<file path="config.mk">
export PLATFORM = sky130hd
export DESIGN_NAME = haar_cascade_engine_flat
export DESIGN_NICKNAME = d
export VERILOG_FILES = /design/src/rtl/haar_cascade_engine_pkg.sv /design/src/rtl/haar_cascade_engine_if.sv /design/src/rtl/haar_cascade_engine_weak_classifier.sv /design/src/rtl/haar_cascade_engine.sv /design/src/flat_wrapper.sv
export SDC_FILE = /design/constraint.sdc
export NUM_CORES = 1
export LEC_CHECK = 0
export CORE_MARGIN = 2
export CORE_UTILIZATION = 53
export DETAILED_ROUTE_END_ITERATION = 8
export PLACE_DENSITY_LB_ADDON = 0.05
export SLEW_MARGIN = 20
export SYNTH_ARGS = -nofsm -noshare
export SYNTH_HDL_FRONTEND = slang
export SYNTH_HIERARCHICAL = 1
export SYNTH_SLANG_ARGS = --single-unit
</file>
<file path="constraint.sdc">
create_clock -name clk -period 9.3 [get_ports clk]
set_clock_uncertainty 0.15 [all_clocks]
set_input_delay 1.86 -clock clk [delete_from_list [all_inputs] [get_ports clk]]
set_output_delay 1.86 -clock clk [all_outputs]
set_load 0.01 [all_outputs]
</file>
<file path="src/rtl/haar_cascade_engine_pkg.sv">
// rtl/haar_cascade_engine_pkg.sv - shared types, default widths and saturating add for the Haar cascade engine
package haar_pkg;

  localparam int HAAR_DATA_W   = 16;
  localparam int HAAR_WEIGHT_W = 8;
  localparam int HAAR_ACC_W    = 24;

  typedef logic signed [HAAR_ACC_W-1:0]                acc_t;
  typedef logic signed [HAAR_DATA_W+HAAR_WEIGHT_W-1:0] prod_t;

  typedef enum logic [1:0] {ACCUM, DRAIN, RESULT} state_t;

  // Operands are sign-extended into 64 bits and assumed to fit the w-bit signed range,
  // so the 64-bit sum never overflows and only the w-bit clamp matters.
  function automatic logic signed [63:0] sat_add(input logic signed [63:0] a,
                                                 input logic signed [63:0] b,
                                                 input int w);
    logic signed [63:0] s;
    logic signed [63:0] max_v;
    logic signed [63:0] min_v;
    s     = a + b;
    max_v = (64'sd1 <<< (w - 1)) - 64'sd1;
    min_v = -(64'sd1 <<< (w - 1));
    if (s > max_v)      return max_v;
    else if (s < min_v) return min_v;
    else                return s;
  endfunction

endpackage

</file>
<file path="src/rtl/haar_cascade_engine_if.sv">
// rtl/haar_cascade_engine_if.sv - rectangle-beat input stream, result stream and error flag of the cascade engine
interface haar_cascade_engine_if #(
  parameter int NUM_STAGES = 4,
  parameter int DATA_W     = 16,
  parameter int WEIGHT_W   = 8,
  parameter int ACC_W      = 24
);
  localparam int STAGE_W = $clog2(NUM_STAGES + 1);

  logic                       in_valid;
  logic                       in_ready;
  logic signed [DATA_W-1:0]   rect_sum;
  logic signed [WEIGHT_W-1:0] rect_weight;
  logic                       rect_last;
  logic                       clf_last;
  logic                       win_last;
  logic signed [ACC_W-1:0]    clf_thresh;
  logic signed [ACC_W-1:0]    clf_left;
  logic signed [ACC_W-1:0]    clf_right;
  logic signed [ACC_W-1:0]    stage_thresh;
  logic                       result_valid;
  logic                       result_ready;
  logic                       result_detected;
  logic [STAGE_W-1:0]         result_stages;
  logic                       proto_err;

  modport master (
    output in_valid, rect_sum, rect_weight, rect_last, clf_last, win_last,
           clf_thresh, clf_left, clf_right, stage_thresh, result_ready,
    input  in_ready, result_valid, result_detected, result_stages, proto_err
  );

  modport slave (
    input  in_valid, rect_sum, rect_weight, rect_last, clf_last, win_last,
           clf_thresh, clf_left, clf_right, stage_thresh, result_ready,
    output in_ready, result_valid, result_detected, result_stages, proto_err
  );

endinterface

</file>
<file path="src/rtl/haar_cascade_engine_weak_classifier.sv">
// rtl/haar_cascade_engine_weak_classifier.sv - feature accumulator and left/right select; HAAR_CASCADE_SATURATE_EN saturates the feature add
module haar_weak_classifier
  import haar_pkg::*;
#(
  parameter int DATA_W   = HAAR_DATA_W,
  parameter int WEIGHT_W = HAAR_WEIGHT_W,
  parameter int ACC_W    = HAAR_ACC_W
) (
  input  logic                       clk,
  input  logic                       reset,
  input  logic                       accum_en,
  input  logic                       clear,
  input  logic signed [DATA_W-1:0]   rect_sum,
  input  logic signed [WEIGHT_W-1:0] rect_weight,
  input  logic signed [ACC_W-1:0]    clf_thresh,
  input  logic signed [ACC_W-1:0]    clf_left,
  input  logic signed [ACC_W-1:0]    clf_right,
  output logic signed [ACC_W-1:0]    contrib
);

  logic signed [DATA_W+WEIGHT_W-1:0] prod;
  logic signed [ACC_W-1:0]           prod_ext;
  logic signed [ACC_W-1:0]           feat_acc;
  logic signed [ACC_W-1:0]           full_feature;

  assign prod     = rect_sum * rect_weight;
  assign prod_ext = ACC_W'(prod);

`ifdef HAAR_CASCADE_SATURATE_EN
  assign full_feature = ACC_W'(sat_add(64'(feat_acc), 64'(prod_ext), ACC_W));
`else
  assign full_feature = feat_acc + prod_ext;
`endif

  // Only meaningful on a rect_last beat, where it includes that beat's product.
  assign contrib = (full_feature < clf_thresh) ? clf_left : clf_right;

  always_ff @(posedge clk or posedge reset) begin
    if (reset)         feat_acc <= '0;
    else if (clear)    feat_acc <= '0;
    else if (accum_en) feat_acc <= full_feature;
  end

endmodule

</file>
<file path="src/rtl/haar_cascade_engine.sv">
// rtl/haar_cascade_engine.sv - multi-stage Haar cascade evaluator with early exit; HAAR_CASCADE_SATURATE_EN saturates the stage add
module haar_cascade_engine
  import haar_pkg::*;
#(
  parameter int NUM_STAGES      = 4,
  parameter int MAX_CLASSIFIERS = 16,
  parameter int MAX_RECTANGLES  = 4,
  parameter int DATA_W          = HAAR_DATA_W,
  parameter int WEIGHT_W        = HAAR_WEIGHT_W,
  parameter int ACC_W           = HAAR_ACC_W
) (
  input  logic                   clk,
  input  logic                   reset,
  haar_cascade_engine_if.slave   bus
);

  localparam int STAGE_W = $clog2(NUM_STAGES + 1);
  localparam int RECT_W  = $clog2(MAX_RECTANGLES + 1);
  localparam int CLF_W   = $clog2(MAX_CLASSIFIERS + 1);
  localparam logic [STAGE_W-1:0] STAGES_FULL = STAGE_W'(NUM_STAGES);
  localparam logic [RECT_W-1:0]  RECT_MAX    = RECT_W'(MAX_RECTANGLES);
  localparam logic [CLF_W-1:0]   CLF_MAX     = CLF_W'(MAX_CLASSIFIERS);

  state_t                  state_q, state_d;
  logic                    fire, scoring, clf_end, stage_pass, stage_inc, err_now;
  logic signed [ACC_W-1:0] contrib, stage_acc, stage_sum;
  logic [STAGE_W-1:0]      stages_cnt, stages_next, clf_seen, res_stages;
  logic [RECT_W-1:0]       rect_cnt;
  logic [CLF_W-1:0]        clf_cnt;
  logic                    res_detected, proto_err_q;

  assign bus.in_ready        = (state_q != RESULT);
  assign bus.result_valid    = (state_q == RESULT);
  assign bus.result_detected = res_detected;
  assign bus.result_stages   = res_stages;
  assign bus.proto_err       = proto_err_q;

  assign fire    = bus.in_valid && bus.in_ready;
  assign scoring = fire && (state_q == ACCUM);
  assign clf_end = bus.rect_last && bus.clf_last;

  haar_weak_classifier #(
    .DATA_W   (DATA_W),
    .WEIGHT_W (WEIGHT_W),
    .ACC_W    (ACC_W)
  ) u_weak (
    .clk         (clk),
    .reset       (reset),
    .accum_en    (scoring),
    .clear       (fire && (bus.rect_last || bus.win_last)),
    .rect_sum    (bus.rect_sum),
    .rect_weight (bus.rect_weight),
    .clf_thresh  (bus.clf_thresh),
    .clf_left    (bus.clf_left),
    .clf_right   (bus.clf_right),
    .contrib     (contrib)
  );

`ifdef HAAR_CASCADE_SATURATE_EN
  assign stage_sum = ACC_W'(sat_add(64'(stage_acc), 64'(contrib), ACC_W));
`else
  assign stage_sum = stage_acc + contrib;
`endif

  assign stage_pass  = (stage_sum >= bus.stage_thresh);
  assign stage_inc   = scoring && clf_end && stage_pass && (stages_cnt < STAGES_FULL);
  assign stages_next = stages_cnt + STAGE_W'(stage_inc);

  assign err_now = (!bus.rect_last && rect_cnt >= RECT_MAX)
                || (bus.rect_last && !bus.clf_last && clf_cnt >= CLF_MAX)
                || (bus.win_last && !clf_end)
                || (clf_end && clf_seen >= STAGES_FULL);

  always_ff @(posedge clk or posedge reset) begin
    if (reset) state_q <= ACCUM;
    else       state_q <= state_d;
  end

  always_comb begin
    state_d = state_q;
    case (state_q)
      ACCUM: begin
        if (fire && bus.win_last)                 state_d = RESULT;
        else if (fire && clf_end && !stage_pass)  state_d = DRAIN;
      end
      DRAIN:   if (fire && bus.win_last) state_d = RESULT;
      RESULT:  if (bus.result_ready)     state_d = ACCUM;
      default: state_d = ACCUM;
    endcase
  end

  // Window bookkeeping is cleared on the win_last beat; the result registers hold the outcome.
  always_ff @(posedge clk or posedge reset) begin
    if (reset) begin
      stage_acc    <= '0;
      stages_cnt   <= '0;
      clf_seen     <= '0;
      rect_cnt     <= '0;
      clf_cnt      <= '0;
      res_stages   <= '0;
      res_detected <= 1'b0;
      proto_err_q  <= 1'b0;
    end else if (fire) begin
      if (err_now) proto_err_q <= 1'b1;
      if (bus.win_last) begin
        stage_acc    <= '0;
        stages_cnt   <= '0;
        clf_seen     <= '0;
        rect_cnt     <= '0;
        clf_cnt      <= '0;
        res_stages   <= stages_next;
        res_detected <= (stages_next == STAGES_FULL);
      end else begin
        if (bus.rect_last)           rect_cnt <= '0;
        else if (rect_cnt != RECT_MAX) rect_cnt <= rect_cnt + 1'b1;
        if (clf_end)                 clf_cnt <= '0;
        else if (bus.rect_last && clf_cnt != CLF_MAX) clf_cnt <= clf_cnt + 1'b1;
        if (clf_end && clf_seen != STAGES_FULL) clf_seen <= clf_seen + 1'b1;
        if (state_q == ACCUM) begin
          if (clf_end)            stage_acc <= '0;
          else if (bus.rect_last) stage_acc <= stage_sum;
          stages_cnt <= stages_next;
        end
      end
    end
  end

endmodule

</file>
<file path="src/flat_wrapper.sv">
// flat-port wrapper written by rule: the top's interface ports become plain ports
module haar_cascade_engine_flat import haar_pkg::*;
#(
  parameter int NUM_STAGES      = 4,
  parameter int MAX_CLASSIFIERS = 16,
  parameter int MAX_RECTANGLES  = 4,
  parameter int DATA_W          = HAAR_DATA_W,
  parameter int WEIGHT_W        = HAAR_WEIGHT_W,
  parameter int ACC_W           = HAAR_ACC_W
)
  (clk, reset, bus_in_valid, bus_rect_sum, bus_rect_weight, bus_rect_last, bus_clf_last, bus_win_last, bus_clf_thresh, bus_clf_left, bus_clf_right, bus_stage_thresh, bus_result_ready, bus_in_ready, bus_result_valid, bus_result_detected, bus_result_stages, bus_proto_err);
  haar_cascade_engine_if #(.NUM_STAGES(NUM_STAGES), .DATA_W(DATA_W), .WEIGHT_W(WEIGHT_W), .ACC_W(ACC_W)) bus_i ();
  input  logic clk;
  input  logic reset;
  input wire logic [$bits(bus_i.in_valid)-1:0] bus_in_valid;
  input wire logic [$bits(bus_i.rect_sum)-1:0] bus_rect_sum;
  input wire logic [$bits(bus_i.rect_weight)-1:0] bus_rect_weight;
  input wire logic [$bits(bus_i.rect_last)-1:0] bus_rect_last;
  input wire logic [$bits(bus_i.clf_last)-1:0] bus_clf_last;
  input wire logic [$bits(bus_i.win_last)-1:0] bus_win_last;
  input wire logic [$bits(bus_i.clf_thresh)-1:0] bus_clf_thresh;
  input wire logic [$bits(bus_i.clf_left)-1:0] bus_clf_left;
  input wire logic [$bits(bus_i.clf_right)-1:0] bus_clf_right;
  input wire logic [$bits(bus_i.stage_thresh)-1:0] bus_stage_thresh;
  input wire logic [$bits(bus_i.result_ready)-1:0] bus_result_ready;
  output wire logic [$bits(bus_i.in_ready)-1:0] bus_in_ready;
  output wire logic [$bits(bus_i.result_valid)-1:0] bus_result_valid;
  output wire logic [$bits(bus_i.result_detected)-1:0] bus_result_detected;
  output wire logic [$bits(bus_i.result_stages)-1:0] bus_result_stages;
  output wire logic [$bits(bus_i.proto_err)-1:0] bus_proto_err;
  assign bus_i.in_valid = bus_in_valid;
  assign bus_i.rect_sum = bus_rect_sum;
  assign bus_i.rect_weight = bus_rect_weight;
  assign bus_i.rect_last = bus_rect_last;
  assign bus_i.clf_last = bus_clf_last;
  assign bus_i.win_last = bus_win_last;
  assign bus_i.clf_thresh = bus_clf_thresh;
  assign bus_i.clf_left = bus_clf_left;
  assign bus_i.clf_right = bus_clf_right;
  assign bus_i.stage_thresh = bus_stage_thresh;
  assign bus_i.result_ready = bus_result_ready;
  assign bus_in_ready = bus_i.in_ready;
  assign bus_result_valid = bus_i.result_valid;
  assign bus_result_detected = bus_i.result_detected;
  assign bus_result_stages = bus_i.result_stages;
  assign bus_proto_err = bus_i.proto_err;
  haar_cascade_engine #(.NUM_STAGES(NUM_STAGES), .MAX_CLASSIFIERS(MAX_CLASSIFIERS), .MAX_RECTANGLES(MAX_RECTANGLES), .DATA_W(DATA_W), .WEIGHT_W(WEIGHT_W), .ACC_W(ACC_W)) u_core (.clk(clk), .reset(reset), .bus(bus_i));
endmodule
</file>
After elaboration in Yosys (flattened, before gate mapping)
Cells that the tools add are included.
- word-level logic and storage cells: 95
- flip-flop bits (word level): 69
- input bits: 127
- reduce and logical (&&, ||, !) cells: 40
- eq/ne operators: 10
- $add $sub $neg: 6
- $lt $le $gt $ge: 6
- muxes and demuxes: 22
- $mul: 1
- operators with widths (kind ; number):
    $mux W24 ; 7
    $add A24 B24 Y24 ; 2
    $ge A24 B24 Y1 ; 1
    $lt A24 B24 Y1 ; 1
    $mul A16 B8 Y24 ; 1
    $mux W3 ; 7
    $logic_and A1 B1 Y1 ; 17
    $mux W5 ; 3
    $reduce_and A2 Y1 ; 6
    $ne A3 B3 Y1 const B ; 3
    $reduce_bool A3 Y1 ; 3
    $mux W2 ; 4
    $add A3 B1 Y3 const B ; 2
    $ge A3 B3 Y1 const B ; 2
    $pmux W2 S3 ; 1
    $reduce_and A3 Y1 ; 2
    $reduce_bool A2 Y1 ; 3
    $add A5 B1 Y5 const B ; 1
    $ge A5 B5 Y1 const B ; 1
    $ne A5 B5 Y1 const B ; 1
    $logic_not A1 Y1 ; 4
    $logic_or A1 B1 Y1 ; 4
    $ne A2 B2 Y1 const B ; 2
    $add A3 B1 Y3 ; 1
    6 further kinds ; 6

Depth between registers and ports, before layout
- word-level depth: 11
- depth in mapped cells: 49
- gate-level depth less buffers: 48

Cells and area by module
Netlist, hierarchy kept.
- modules (own cells, without submodules) (module ; area an instance (um^2) ; cells an instance ; times used):
    haar_weak_classifier ; 6975.4 ; 723 ; 1
    haar_cascade_engine ; 4050.1 ; 472 ; 1

Least setup slack after synthesis
OpenSTA, ideal clock, no wires.
- kind: input-to-reg
- start: input bus_rect_weight[0]
- end: register u_core.res_detected, in the netlist u_core/bus.result_detected
- setup slack: -2.250 ns
- stages on the path: 41
- path buffers: 2
- arrival: 11.290 ns
- cells stage by stage: clkbuf_1 > nand2_1 > fa_1 > inv_1 > fa_1 > inv_1 > fa_1 > inv_1 > fa_1 > fa_1 > ha_1 > o21ai_0 > o21ai_1 > nand2_1 > o311ai_2 > a41oi_1 > xnor2_1 > ha_1 > [... 5 more ...] > buf_6 > mux2_4 > ha_1 > o21ai_0 > o21bai_1 > o2111ai_1 > a311oi_1 > xor2_1 > ha_1 > nand4_1 > or3_1 > a31o_2 > nand4b_1 > a21oi_1 > nor4b_1 > ha_1 > ha_1 > o41ai_1
- cells in the longest elaborated chain, start to end: 10
- RTL lines (what ; line ; source):
    start: declaration ; flat_wrapper.sv:17 ; input wire logic [$bits(bus_i.rect_weight)-1:0] bus_rect_weight;
    $mul A16 B8 Y24 ; haar_cascade_engine_weak_classifier.sv:26 ; assign prod = rect_sum * rect_weight;
    $add A24 B24 Y24 ; haar_cascade_engine_weak_classifier.sv:32 ; assign full_feature = feat_acc + prod_ext;
    $lt A24 B24 Y1 ; haar_cascade_engine_weak_classifier.sv:36 ; assign contrib = (full_feature < clf_thresh) ? clf_left : clf_right;
    $mux W24 ; haar_cascade_engine_weak_classifier.sv:36 ;
    net u_core.contrib[3] ; haar_cascade_engine.sv:26 ; logic signed [ACC_W-1:0] contrib, stage_acc, stage_sum;
    $add A24 B24 Y24 ; haar_cascade_engine.sv:62 ; assign stage_sum = stage_acc + contrib;
    $ge A24 B24 Y1 ; haar_cascade_engine.sv:65 ; assign stage_pass = (stage_sum >= bus.stage_thresh);
    $logic_and A1 B1 Y1 (2 in a row) ; haar_cascade_engine.sv:66 ; assign stage_inc = scoring && clf_end && stage_pass && (stages_cnt < STAGES_FULL);
    $add A3 B1 Y3 ; haar_cascade_engine.sv:67 ; assign stages_next = stages_cnt + STAGE_W'(stage_inc);
    net u_core.stages_next[1] ; haar_cascade_engine.sv:27 ; logic [STAGE_W-1:0] stages_cnt, stages_next, clf_seen, res_stages;
    $eq A3 B3 Y1 ; haar_cascade_engine.sv:112 ; res_detected <= (stages_next == STAGES_FULL);
    end signal: assignment ; haar_cascade_engine.sv:112 ;
    end: declaration ; haar_cascade_engine.sv:30 ; logic res_detected, proto_err_q;
The timed path passes the listed nets, and every way through them passes these cells.
A chain may end at the register's enable or synchronous reset.

Worst setup path in the final report
- start: input bus_rect_weight[4]
- end: register u_core.res_detected, in the netlist u_core/bus.result_detected
The elaborated chain is that of the path after synthesis.

==> impl_results.md <==
* Status: finished, violations left
* Failing checks: negative setup slack
* Layout Utilization at 78.6%
* Routed wl met2 at 15.5 mm
* Cell with the most instances after synthesis: inv_1
* WL per Instance at 16.6 µm
* Startpoint types: input pin
* Clk Latency, worst-skew pair at 0.34 ns
* Post-Place Cells at 1774
* Syn_nets at 1581
* Initial Util at 54.3%
* Tcrit/Tclk final at 125%
* Predominant post-synthesis flop cell: dfrtp_1
* DIE WIDTH at 148 µm
* Post-DR vias/cell at 5.39
* Root buffer cell: clkbuf_16
* Critical Path Sink Type: flip-flop
* Fmax at 85.9 MHz
* CTS Buf Count at 9
* Most used cell, CP: fa_1
* Post-synthesis sequential area ratio at 15.7%
* Number of global-route vias before repair at 10.7k
* CTS tree: built
* Commonest cells post-synth: 175 x inv_1, 131 x ha_1, 128 x fa_1
* Detailed Route WL at 30.3 mm
* Port Buffers at 133
* Share of post-route cells with drive strength above 1 at 30.9%
* Synth Area per Inst at 9.23 µm²
* Slowest CP cell: fa_1
* Synth warnings at 6
* Post-synthesis register bit count at 69
* Mapped Area at 11000 µm²
* GPL Wtd Cong at 0.898
* Height of the chip at 148 µm
* Slew Limit Headroom at 33.7%
* Post-synthesis cell type count at 77
* WS Path Type: input pin to flip-flop
* Synth top area cells: fa_1 23%, dfrtp_1 16%, ha_1 15%
* Core Box Area at 20300 µm²
* Yosys top cell by area: fa_1
* Worst Max-Slew Pin Slew at 0.989 ns
* Synthesis-to-finish area growth at 44.7%
* Crit path DAT at 11.72 ns
* Post-route non-filler standard cell count at 1830
* Die area at 22000 µm²
* Slowest Stage Delay on Critical Path at 0.60 ns
* Highest Signal Layer: met4
* Placed wire-length estimate at 22.9 mm
* Clock sinks at 69
* Final worst setup slack at -2.34 ns
* Period minus WS final at 11.64 ns
* Total Routing Usage GR at 28.8%
* Post-synth ARST share at 100%
* H-tree levels at 3
* Final setup viols at 26
* Residual DRC at 0
* Initial antenna violation count at 1
* Clock tree buffer depth at 2
* Slew Viols, Final at 0
* First-pass DRT Iterations at 5
* Setup TNS at -22.31 ns
* Reg clk slew, reported paths at 0.06 ns
* WL met1 at 12.6 mm
* EDFF count, synth at 0
* Placement Rows at 52
* Max Cap Violations at 0
* Routed wl met3 at 1.26 mm
* I/O pins at 134
* Worst hold path class: flip-flop to flip-flop
* First-pass GRT wire length at 51.0 mm
* Largest net degree at the start of global routing at 46
* Req. time, crit path at 9.38 ns
* Post-route antenna net violation count at 0
* Mapped Cells at 1195
* Via count at 9869
* Drt initial violations at 386
* Hold bufs inserted after CTS at 0
* Hold Vio Cnt, Final at 0
* Synth top area share at 23.2%
* Grt ovf at 0
* CP max FO at 6
* Fillers at 1367
* RSZ-0062 raised after global routing: yes
* Final Net Count at 1941
## routing by layer
layer / vias to the layer above / GRT usage (%)
li1: 4738 / -
met1: 4789 / 35.9
met2: 277 / 51.5
met3: 65 / 3.34
met4: 0 / 10.8
met5: - / 0
## flip-flops by register name (all words and copies together) (netlist names)
signal	flops
u_core/rect_cnt	3
u_core/clf_seen	3
u_core/bus.proto_err	1
u_core/bus.result_detected	1
u_core/u_weak/feat_acc	24
u_core/state_q	2
u_core/bus.result_stages	3
u_core/stage_acc	24
u_core/stages_cnt	3
u_core/clf_cnt	5
## timing repair
item / CTS / global route
buffers inserted: 33 / 12
resized for setup: 226 / 50
pin swaps: 98 / 66
setup endpoints to repair: 31 / 30
gates cloned: 2 / 0
## critical path: cells and delay by family
kind	cells	cell delay (ns)
buffers and inverters	8	0.87
AO/OA/AOI/OAI	17	3.28
XOR/XNOR	2	0.27
AND/OR/NAND/NOR	7	0.89
multiplexers	1	0.31
adder cells (fa/ha/maj)	11	4.20
## final cells by class
class                   count  area [µm²]  area share, %
repair buffers            378        3270           20.5
well taps                 270         338           2.12
diodes                      1        2.50         0.0157
flip-flops and latches     69        1730           10.8
inverters                 175         657           4.12
clock buffers              10         229           1.43
clock inverters             5        52.6          0.329
multi-input cells         922        9680           60.7
## layout by cell type (no fill, tap or decap), types with 7 or more instances in the layout
cell | Yosys | routed
a211oi_1 | 18 | 8
a211oi_2 | 0 | 7
a21o_1 | 11 | 11
a21oi_1 | 51 | 34
a21oi_2 | 2 | 12
a21oi_4 | 0 | 7
a22o_1 | 14 | 14
and2_1 | 76 | 67
and2_4 | 0 | 8
buf_2 | 2 | 11
buf_4 | 1 | 214
buf_6 | 2 | 29
clkbuf_16 | 0 | 9
clkdlybuf4s50_1 | 0 | 109
dfrtp_1 | 69 | 69
fa_1 | 128 | 123
ha_1 | 131 | 92
ha_4 | 0 | 35
inv_1 | 175 | 169
mux2_4 | 20 | 22
mux2i_1 | 21 | 21
nand2_1 | 104 | 95
nand2_2 | 0 | 8
nand2b_1 | 13 | 11
nand3_1 | 15 | 14
nand4_1 | 12 | 12
nor2_1 | 78 | 73
nor3_1 | 12 | 10
o211ai_1 | 9 | 9
o21a_1 | 9 | 9
o21ai_0 | 40 | 25
o21ai_1 | 5 | 8
o21ai_2 | 1 | 10
xnor2_1 | 33 | 27
xor2_1 | 18 | 16
## cells by family (layout without fill, tap and decap cells)
logic type               after synthesis  after routing  synth area share (%)
AND/OR/NAND/NOR                      347            347                  15.6
buffers and inverters                204            568                  7.32
XOR/XNOR                              51             51                  4.05
multiplexers                          49             49                  5.45
AO/OA/AOI/OAI                        216            216                  13.8
adder cells (fa/ha/maj)              259            259                  38.1
flip-flops                            69             69                  15.7
other                                  0              1                     0
## path summary, 6_finish.rpt
path | from | cells after the start | slack [ns] | endpoint
setup / recovery | bus_rect_weight[4] | 46 | -2.34 | u_core/bus.result_detected$_DFFE_PP0P_
hold / removal | u_core/bus.result_stages[2]$_DFFE_PP0P_ | 2 | 0.34 | u_core/bus.result_stages[2]$_DFFE_PP0P_
setup reg to reg | u_core/u_weak/feat_acc[6]$_DFFE_PP0P_ | 45 | -0.89 | u_core/bus.result_detected$_DFFE_PP0P_
hold reg to reg | u_core/bus.result_stages[2]$_DFFE_PP0P_ | 2 | 0.34 | u_core/bus.result_stages[2]$_DFFE_PP0P_
max in group asynchronous | reset | 3 | 6.68 | u_core/stage_acc[11]$_DFFE_PP0P_
min in group asynchronous | reset | 2 | 1.83 | u_core/u_weak/feat_acc[23]$_DFFE_PP0P_
## through the flow
stage                     setup slack [ns]  hold WS [ns]  instance area (µm²)
final                                -2.34         0.335                16000
after global routing                 -2.72         0.353                16000
after CTS                            -2.17         0.337                15700
after detailed placement             -3.31         0.324                14400
after global placement               -3.13         0.319                14400
after floorplan                      -1.76         0.303                11400
Power is left out: the tool's default activity adds up to more than one toggle a clock period on the data nets, which glitch-free logic cannot reach.
